File: src/rtl/accl_pair_feeder.sv
// rtl/accl_pair_feeder.sv - ordered body-pair issuer and tag pipeline for the getAccl unit
//
// Purpose:
//   Walks every ordered body pair (i target, j source, j != i) of an
//   n-body set held in a dual-read body memory and feeds the pipelined
//   getAccl unit one pair per cycle. A tag {valid, i, first, last} travels
//   through a shift register whose depth matches the address-to-result path,
//   so acc_* line up with the ax/ay leaving getAccl.
//
// Ports:
//   clk, rst                 clock, synchronous active-low reset
//   start, n_bodies          begin a sweep over n_bodies bodies (IDLE only)
//   hold                     bubble request for the current issue slot
//   busy, done               sweep in progress / one-cycle completion pulse
//   rd_addr_i, rd_addr_j     target / source body-memory read addresses
//   rd_x_i, rd_y_i           target body data (RD_LAT after address)
//   rd_x_j, rd_y_j, rd_m_j   source body data (RD_LAT after address)
//   x1, y1, x2, y2, m2       registered getAccl operands
//   acc_valid, acc_idx       result-valid and target index at getAccl output
//   acc_first, acc_last      first / last source for that target
//   perf_cycles, perf_bubbles  busy-cycle and bubble counters
//                            (only when ACCL_FEEDER_PERF_EN is defined)
//
// Build option: ACCL_FEEDER_PERF_EN adds the performance counters.

module accl_pair_feeder #(
  parameter int IDX_W   = 8,
  parameter int DATA_W  = 64,
  parameter int LATENCY = 122,
  parameter int RD_LAT  = 1
) (
  input  logic              clk,
  input  logic              rst,
  input  logic              start,
  input  logic [IDX_W-1:0]  n_bodies,
  input  logic              hold,
  output logic              busy,
  output logic              done,
  output logic [IDX_W-1:0]  rd_addr_i,
  output logic [IDX_W-1:0]  rd_addr_j,
  input  logic [DATA_W-1:0] rd_x_i,
  input  logic [DATA_W-1:0] rd_y_i,
  input  logic [DATA_W-1:0] rd_x_j,
  input  logic [DATA_W-1:0] rd_y_j,
  input  logic [DATA_W-1:0] rd_m_j,
  output logic [DATA_W-1:0] x1,
  output logic [DATA_W-1:0] y1,
  output logic [DATA_W-1:0] x2,
  output logic [DATA_W-1:0] y2,
  output logic [DATA_W-1:0] m2,
  output logic              acc_valid,
  output logic [IDX_W-1:0]  acc_idx,
  output logic              acc_first,
  output logic              acc_last
`ifdef ACCL_FEEDER_PERF_EN
  ,
  output logic [31:0]       perf_cycles,
  output logic [31:0]       perf_bubbles
`endif
);

  // Address cycle -> read data (RD_LAT) -> operand register (1) -> getAccl.
  // The tag line covers everything before getAccl plus its latency.
  localparam int TAG_DEPTH = LATENCY + RD_LAT + 1;
  localparam int CNT_W     = $clog2(TAG_DEPTH + 1);

  typedef enum logic [1:0] {
    IDLE  = 2'd0,
    ISSUE = 2'd1,
    DRAIN = 2'd2,
    FIN   = 2'd3
  } state_t;

  state_t             state_q;
  logic [IDX_W-1:0]   n_q;
  logic [IDX_W-1:0]   i_q;
  logic [IDX_W-1:0]   j_q;
  logic               busy_q;
  logic               done_q;
  logic [CNT_W-1:0]   drain_cnt_q;

  // Pair-walk helpers for the current (i, j).
  logic [IDX_W-1:0]   first_src_d;
  logic [IDX_W-1:0]   last_src_d;
  logic               is_first_d;
  logic               is_last_d;
  logic [IDX_W-1:0]   j_inc_d;
  logic [IDX_W-1:0]   j_next_d;
  logic [IDX_W-1:0]   i_inc_d;
  logic               sweep_end_d;
  logic               push_d;

  always_comb begin
    first_src_d = (i_q == '0) ? IDX_W'(1) : '0;
    // Target n-1 has n-2 as its last source; all others end at n-1.
    last_src_d  = (i_q == n_q - IDX_W'(1)) ? (n_q - IDX_W'(2)) : (n_q - IDX_W'(1));
    is_first_d  = (j_q == first_src_d);
    is_last_d   = (j_q == last_src_d);
    j_inc_d     = j_q + IDX_W'(1);
    // Skip the self-pair: getAccl would divide by a zero separation.
    j_next_d    = (j_inc_d == i_q) ? (j_q + IDX_W'(2)) : j_inc_d;
    i_inc_d     = i_q + IDX_W'(1);
    sweep_end_d = is_last_d && (i_q == n_q - IDX_W'(1));
    push_d      = (state_q == ISSUE) && !hold;
  end

  // Control FSM with registered status outputs.
  always_ff @(posedge clk) begin
    if (!rst) begin
      state_q     <= IDLE;
      n_q         <= '0;
      i_q         <= '0;
      j_q         <= '0;
      busy_q      <= 1'b0;
      done_q      <= 1'b0;
      drain_cnt_q <= '0;
    end else begin
      case (state_q)
        IDLE: begin
          done_q <= 1'b0;
          if (start) begin
            n_q <= n_bodies;
            if (n_bodies < IDX_W'(2)) begin
              state_q <= FIN;
              done_q  <= 1'b1;
            end else begin
              i_q     <= '0;
              j_q     <= IDX_W'(1);
              busy_q  <= 1'b1;
              state_q <= ISSUE;
            end
          end
        end
        ISSUE: begin
          // A held slot leaves (i, j) in place so the same pair retries.
          if (!hold) begin
            if (sweep_end_d) begin
              drain_cnt_q <= '0;
              state_q     <= DRAIN;
            end else if (is_last_d) begin
              i_q <= i_inc_d;
              j_q <= (i_inc_d == '0) ? IDX_W'(1) : '0;
            end else begin
              j_q <= j_next_d;
            end
          end
        end
        DRAIN: begin
          // Wait until the last pushed tag has left the tag line.
          if (drain_cnt_q == CNT_W'(TAG_DEPTH - 1)) begin
            busy_q  <= 1'b0;
            done_q  <= 1'b1;
            state_q <= FIN;
          end else begin
            drain_cnt_q <= drain_cnt_q + CNT_W'(1);
          end
        end
        FIN: begin
          done_q  <= 1'b0;
          state_q <= IDLE;
        end
        default: begin
          state_q <= IDLE;
        end
      endcase
    end
  end

  assign busy      = busy_q;
  assign done      = done_q;
  assign rd_addr_i = i_q;
  assign rd_addr_j = j_q;

  // Operand registers load every cycle; bubbles carry whatever was read and
  // are marked invalid by the tag line.
  logic [DATA_W-1:0] x1_q, y1_q, x2_q, y2_q, m2_q;

  always_ff @(posedge clk) begin
    if (!rst) begin
      x1_q <= '0;
      y1_q <= '0;
      x2_q <= '0;
      y2_q <= '0;
      m2_q <= '0;
    end else begin
      x1_q <= rd_x_i;
      y1_q <= rd_y_i;
      x2_q <= rd_x_j;
      y2_q <= rd_y_j;
      m2_q <= rd_m_j;
    end
  end

  assign x1 = x1_q;
  assign y1 = y1_q;
  assign x2 = x2_q;
  assign y2 = y2_q;
  assign m2 = m2_q;

  // Tag delay line. A tag pushed while its address is on rd_addr_* reaches
  // the last stage exactly when getAccl presents that pair's ax/ay.
  logic [TAG_DEPTH-1:0] tag_valid_q;
  logic [TAG_DEPTH-1:0] tag_first_q;
  logic [TAG_DEPTH-1:0] tag_last_q;
  logic [IDX_W-1:0]     tag_idx_q [TAG_DEPTH];

  always_ff @(posedge clk) begin
    if (!rst) begin
      tag_valid_q <= '0;
      tag_first_q <= '0;
      tag_last_q  <= '0;
      for (int k = 0; k < TAG_DEPTH; k++) begin
        tag_idx_q[k] <= '0;
      end
    end else begin
      tag_valid_q  <= {tag_valid_q[TAG_DEPTH-2:0], push_d};
      tag_first_q  <= {tag_first_q[TAG_DEPTH-2:0], push_d && is_first_d};
      tag_last_q   <= {tag_last_q[TAG_DEPTH-2:0], push_d && is_last_d};
      tag_idx_q[0] <= i_q;
      for (int k = 1; k < TAG_DEPTH; k++) begin
        tag_idx_q[k] <= tag_idx_q[k-1];
      end
    end
  end

  assign acc_valid = tag_valid_q[TAG_DEPTH-1];
  assign acc_first = tag_first_q[TAG_DEPTH-1];
  assign acc_last  = tag_last_q[TAG_DEPTH-1];
  assign acc_idx   = tag_idx_q[TAG_DEPTH-1];

`ifdef ACCL_FEEDER_PERF_EN
  logic [31:0] perf_cycles_q;
  logic [31:0] perf_bubbles_q;

  // Cleared by an accepted start; otherwise they keep the last sweep's totals.
  always_ff @(posedge clk) begin
    if (!rst) begin
      perf_cycles_q  <= '0;
      perf_bubbles_q <= '0;
    end else if (state_q == IDLE && start) begin
      perf_cycles_q  <= '0;
      perf_bubbles_q <= '0;
    end else begin
      if (busy_q) begin
        perf_cycles_q <= perf_cycles_q + 32'd1;
      end
      if (state_q == ISSUE && hold) begin
        perf_bubbles_q <= perf_bubbles_q + 32'd1;
      end
    end
  end

  assign perf_cycles  = perf_cycles_q;
  assign perf_bubbles = perf_bubbles_q;
`endif

endmodule

File: config.mk
export PLATFORM = sky130hd
export DESIGN_NAME = accl_pair_feeder
export DESIGN_NICKNAME = d
export VERILOG_FILES = /design/src/rtl/accl_pair_feeder.sv
export SDC_FILE = /design/constraint.sdc
export NUM_CORES = 2
export LEC_CHECK = 0
export CAP_MARGIN = 15
export CORE_MARGIN = 1.5
export CORE_UTILIZATION = 50
export DETAILED_ROUTE_END_ITERATION = 10
export PLACE_DENSITY_LB_ADDON = 0.12
export RECOVER_POWER = 100
export SLEW_MARGIN = 15
export SYNTH_ARGS = -nofsm -noshare
export SYNTH_HDL_FRONTEND = slang
export SYNTH_SLANG_ARGS = --single-unit
File: constraint.sdc
create_clock -name clk -period 4 [get_ports clk]
set_clock_uncertainty 0.15 [all_clocks]
set_input_delay 0.8 -clock clk [delete_from_list [all_inputs] [get_ports clk]]
set_output_delay 0.8 -clock clk [all_outputs]
set_load 0.03 [all_outputs]
Word level (Yosys, flattened, before mapping)
Memories as Yosys holds them, arrays and structs flattened.
Cells that the tools add are included.
Cells by class
  add/subtract/negate cells: 6
  magnitude comparators: 1
  equal/unequal tests: 16
  mux-type cells: 160
  bitwise operators: 124
  reduce and logical (&&, ||, !) cells: 19
Operators by type and width (number)
  2-to-1 mux 8 bit: 136
  bitwise OR 1 bit: 124
  one-hot mux 8 bit (2 select lines): 2
  equality test 8 bit: 3
  2-to-1 mux 7 bit: 3
  adder 8 x 1 -> 8 bit (second input constant): 2
  logical NOT 8 bit: 2
  inequality test 2 bit (second input constant): 8
  one-hot mux 7 bit (2 select lines): 1
  AND reduction 4 bit: 3
  2-to-1 mux 1 bit: 10
  2-to-1 mux 2 bit: 5
  adder 8 x 2 -> 8 bit (second input constant): 1
  equality test 8 x 1 -> 1 bit: 1
  < comparator 8 x 2 -> 1 bit (second input constant): 1
  one-hot mux 2 bit (4 select lines): 1
  subtractor 8 x 1 -> 8 bit (second input constant): 1
  subtractor 8 x 2 -> 8 bit (second input constant): 1
  adder 7 x 1 -> 7 bit (second input constant): 1
  equality test 7 bit (second input constant): 1
  AND reduction 6 bit: 1
  nonzero test 2 bit: 3
  AND reduction 5 bit: 1
  equality test 2 bit (second input constant): 2
  other kinds (8): 12
Word-level totals
  flip-flop bits (word level): 727
  bits in writable memories: 992
  input port bits: 332
  logic and storage cells: 342
  memories: 1
Memory list
  tag_idx_q: words 124, width 8, read ports 124, clocked after memory_dff 0, write ports 124, RTL line 205  | logic [IDX_W-1:0] tag_idx_q [TAG_DEPTH];

Depth between registers and ports, before layout
  word-level depth: 8
  mapped depth: 14
  gate-level depth less buffers: 11

Worst setup path after synthesis
No wires, ideal clock.
  path type: register to register
  from: register n_q[2]
  to: register drain_cnt_q[2]
  setup time: 0.116 ns
  arrival: 3.381 ns
  data required time: 3.734 ns
  slack: 0.354 ns
  cell stages (with the launch flop): 14
  buffers on the path: 2
  period minus slack after synthesis: 3.646 ns
  cells stage by stage: dfxtp_1 clkbuf_1 inv_1 ha_1 nor4b_2 and3_1 or4_4 or4_1 buf_2 or4_1 nor2_1 a21o_1 nor2_1 a31o_1
Between the ends
  word-level cells in the longest chain between the ends: 7
  elaborated cells between the ends (all ways): 8
RTL lines
  start, declared: RTL line 75  | logic [IDX_W-1:0] n_q;
  start signal, assigned: RTL line 122  | n_q <= n_bodies;
  subtractor 8 x 1 -> 8 bit: RTL line 96, 103
  equality test 8 bit: RTL line 96, 103
  2-to-1 mux 8 bit: RTL line 96  | last_src_d = (i_q == n_q - IDX_W'(1)) ? (n_q - IDX_W'(2)) : (n_q - IDX_W'(1));
  equality test 8 bit: RTL line 98  | is_last_d = (j_q == last_src_d);
  logical AND 1 bit *: RTL line 103  | sweep_end_d = is_last_d && (i_q == n_q - IDX_W'(1));
  inequality test 2 bit (no line) *
  AND reduction 4 bit (no line) *
  end signal, assigned: RTL line 155  | drain_cnt_q <= drain_cnt_q + CNT_W'(1);
  end, declared: RTL line 80  | logic [CNT_W-1:0] drain_cnt_q;
Mark *: on every way between the ends. The rest lies on a longest branch, timed or not.
A chain may end at the register's enable or synchronous reset.

Worst setup path after layout
  from: register n_q[1]
  to: register j_q[6] (netlist: rd_addr_j[6])
Between the ends
  word-level cells in the longest chain between the ends: 8
  elaborated cells between the ends (all ways): 12
RTL lines
  subtractor 8 x 1 -> 8 bit: RTL line 96, 103
  equality test 8 bit: RTL line 96, 103
  2-to-1 mux 8 bit: RTL line 96
  equality test 8 bit: RTL line 98
  2-to-1 mux 8 bit: RTL line 140  | end else if (is_last_d) begin
  2-to-1 mux 8 bit: RTL line 137  | if (sweep_end_d) begin
  2-to-1 mux 8 bit: RTL line 136  | if (!hold) begin
  one-hot mux 8 bit (2 select lines): RTL line 118  | case (state_q)
  end signal, assigned: RTL line 142  | j_q <= (i_inc_d == '0) ? IDX_W'(1) : '0;
  end signal, assigned: RTL line 144  | j_q <= j_next_d;
  end, declared: RTL line 77  | logic [IDX_W-1:0] j_q;
Several ways; a longest one is shown, not always the timed one. The select of a mux whose other input is x is not followed.

==> flow_summary.yaml <==
status:
  status: "finished, violations left"
  violations: "capacitance limit, slew limit"
cells_and_area:
  layout_commonest_cell: "dfxtp_1"
  drive_gt1_frac: 0.0620
  area_growth_pct: 27.8
  nets: 4939
  mostFrequentLayoutCells: "1,719 x dfxtp_1, 1,160 x and2_1, 521 x and2_0"
yosys:
  synth_area_mm2: 0.0479
  ys_seq_elements: 1719
  postSynth.asyncResetShare: 0
  synth_edf_count: 0
  ys.warnings.count: 0
  synth-main-ff-cell: "dfxtp_1"
  synth_largest_area_cell: "dfxtp_1"
  synth_cell_types: 62
  yosys-top-cells-area: "dfxtp_1 72%, and2_1 22%, clkbuf_1 1.6%"
  netlist_instances: 3944
  syn_avg_cell_area_um2: 12.2
  synth_nets: 4288
  synth.top_cell.area_share: 0.718
  yosysSeqAreaShare: 0.718
worst_setup_path:
  crit_path_end_kind: "flip-flop"
  crit_path_top_delay_cell: "or4_4"
  crit_path_start_kind: "flip-flop"
  worstSetupPathType: "reg -> reg"
  required_ps: 4520
  cpLargestDelayFamily: "simple AND/OR/NAND/NOR gates"
  path_cells: "inv_1 -> ha_1 -> nor4b_2 -> and3_1 -> or4_4 -> o41ai_4 -> a21boi_2 -> o211a_1 -> or2_1 -> or4b_1 -> a21oi_1"
  cp.buffers_inverters: 1
  critPathMaxStageDelay_ps: 570
  arrival_ps: 4310
  path_max_fanout: 11
power_and_ir_drop:
  p_leak_nw: 25.3
  p_total_w: 0.0352
  vdd_drop_max_v: 0.000461
  pwr_density_cell_mw_per_mm2: 574
drt:
  drt_pre_antenna_iters: 4
  avgRoutedWirePerCell_um: 14.5
  routed_wl_um: 86600
  route.vias.total: 26300
  drtIter0Drc: 1338
  final_antenna_net_count: 0
  vias_per_cell: 4.39
  drt_drc_violations_left: 0
clock_network:
  htreeDepth: 4
  cts_buffer_depth: 3
  tritoncts: "done"
  cts_resized: 0
  numClockSinks: 1719
  post_cts_buffers: 0
  numCtsBuffers: 165
  cts-root-buf: "clkbuf_16"
  clk_pin_slew_ps: 60
  clk_latency_ps: 740
  cts_hold_buf: 0
sta:
  final_max_slew_viol_count: 1493
  setup_ws_ps: 212
  fin_crit_ps: 3790
  max_freq_ghz: 0.264
  hold_violations: 0
  tightest_slew_ps: 3200
  finalSetupTns_ps: 0
  setup_violations: 0
  slew-limit-headroom: -1.13
  grt_setup_unrepaired: "false"
  fin_crit_sh: 0.947
placement:
  port_buffers: 680
  gp_congestion: 0.942
  pre_cts_slack_ps: 236
  hpwl_um: 55500
die:
  initial_core_util: 0.505
  rows: 113
  dieArea_mm2: 0.0978
  io_pins: 681
  core_mm2: 0.0950
  dieHeight_um: 313
  chipWidth_um: 313
global_routing:
  grt_pass1_wl_um: 138000
  overflow: 0
  antenna_found_initial: 12
  grt_max_degree: 344
  grt_usage: 0.177
  grt_pass1_vias: 25100
job:
  maxCapViolCount: 8
min_path:
  hold_path.class: "reg -> reg"
==> cells by family (layout without fill, tap and decap cells) <==
| kind of cell | count (synthesis) | in the layout | share of synthesized area |
|---|---|---|---|
| mux | 7 | 7 | 0.00149 |
| buf+inv | 236 | 1015 | 0.0197 |
| other cells | 0 | 3 | 0 |
| flops | 1719 | 1719 | 0.718 |
| xor+xnor | 35 | 35 | 0.00686 |
| simple gates | 1843 | 1843 | 0.237 |
| fa+ha+maj | 12 | 12 | 0.00313 |
| compound gates | 92 | 92 | 0.0135 |
==> area by class of cell <==
cell class | count | area, µm²
flip-flops and latches | 1719 | 34400
clock inverters | 51 | 759
clock buffers | 244 | 4880
diodes | 3 | 7.51
well taps | 1265 | 1580
inverters | 18 | 67.6
repair buffers | 702 | 6970
fillers | 7471 | 33800
multi-input cells | 1989 | 12600
==> state kept, by name, summed over array words and instances, names as in the netlist, 64 cells and up <==
signal / cells
tag_first_q: 124
y1: 64
m2: 64
tag_last_q: 124
tag_idx_q: 992
x1: 64
x2: 64
tag_valid_q: 124
y2: 64
==> synth_stat cells (3+ instances only) <==
| library cell | count |
|---|---|
| and3_1 | 8 |
| inv_1 | 18 |
| o22ai_1 | 3 |
| ha_1 | 12 |
| nor4_1 | 5 |
| a21oi_1 | 31 |
| nor3_1 | 7 |
| or4_1 | 7 |
| a21o_1 | 8 |
| buf_4 | 11 |
| or3_1 | 3 |
| nor3b_1 | 3 |
| dfxtp_1 | 1719 |
| a31o_1 | 3 |
| xnor2_1 | 26 |
| xor2_1 | 7 |
| or2_2 | 4 |
| nand3_1 | 12 |
| and2_1 | 1681 |
| nor2b_1 | 8 |
| o211a_1 | 4 |
| nand2_1 | 45 |
| mux2i_1 | 6 |
| nand4_1 | 9 |
| o31ai_1 | 4 |
| nand2b_1 | 10 |
| nor2_1 | 28 |
| clkbuf_1 | 203 |
| a211oi_1 | 5 |
| o21ai_0 | 11 |
==> final timing paths <==
| kind | cells past startpoint | from | slack, ps | to |
|---|---|---|---|---|
| worst max register to register | 11 | n_q[1] | 210 | rd_addr_j[6] |
| worst min register to register | 1 | tag_valid_q[119] | 260 | tag_valid_q[120] |
| worst max-delay path | 11 | n_q[1] | 210 | rd_addr_j[6] |
| worst min-delay path | 1 | tag_valid_q[119] | 260 | tag_valid_q[120] |
==> report_power, final <==
group / internal (W) / switching (W) / leakage [nW]
combinational: 0.000908 / 0.00126 / 8.62
clock: 0.00918 / 0.00639 / 2.77
sequential: 0.0173 / 0.000112 / 13.9
==> metal layers <==
metal,share of wire,track usage
met5,0.00027,0
met4,0.022,0.0618
met3,0.086,0.0681
met2,0.41,0.248
met1,0.48,0.248
==> metrics by stage <==
| step | area [µm²] | std cells | utilization | hold WS [ps] |
|---|---|---|---|---|
| 6_report | 61300 | 5991 | 0.645 | 262 |
| 5_1_grt | 61300 | 5990 | 0.645 | 277 |
| 4_1_cts | 61300 | 5988 | 0.645 | 259 |
| 3_5_place_dp | 55700 | 5693 | 0.586 | 267 |
| 3_3_place_gp | 55700 | 5693 | 0.586 | 263 |
| 2_1_floorplan | 47900 | 3944 | - | 262 |
No activity file was read; power rests on OpenSTA's default activity.
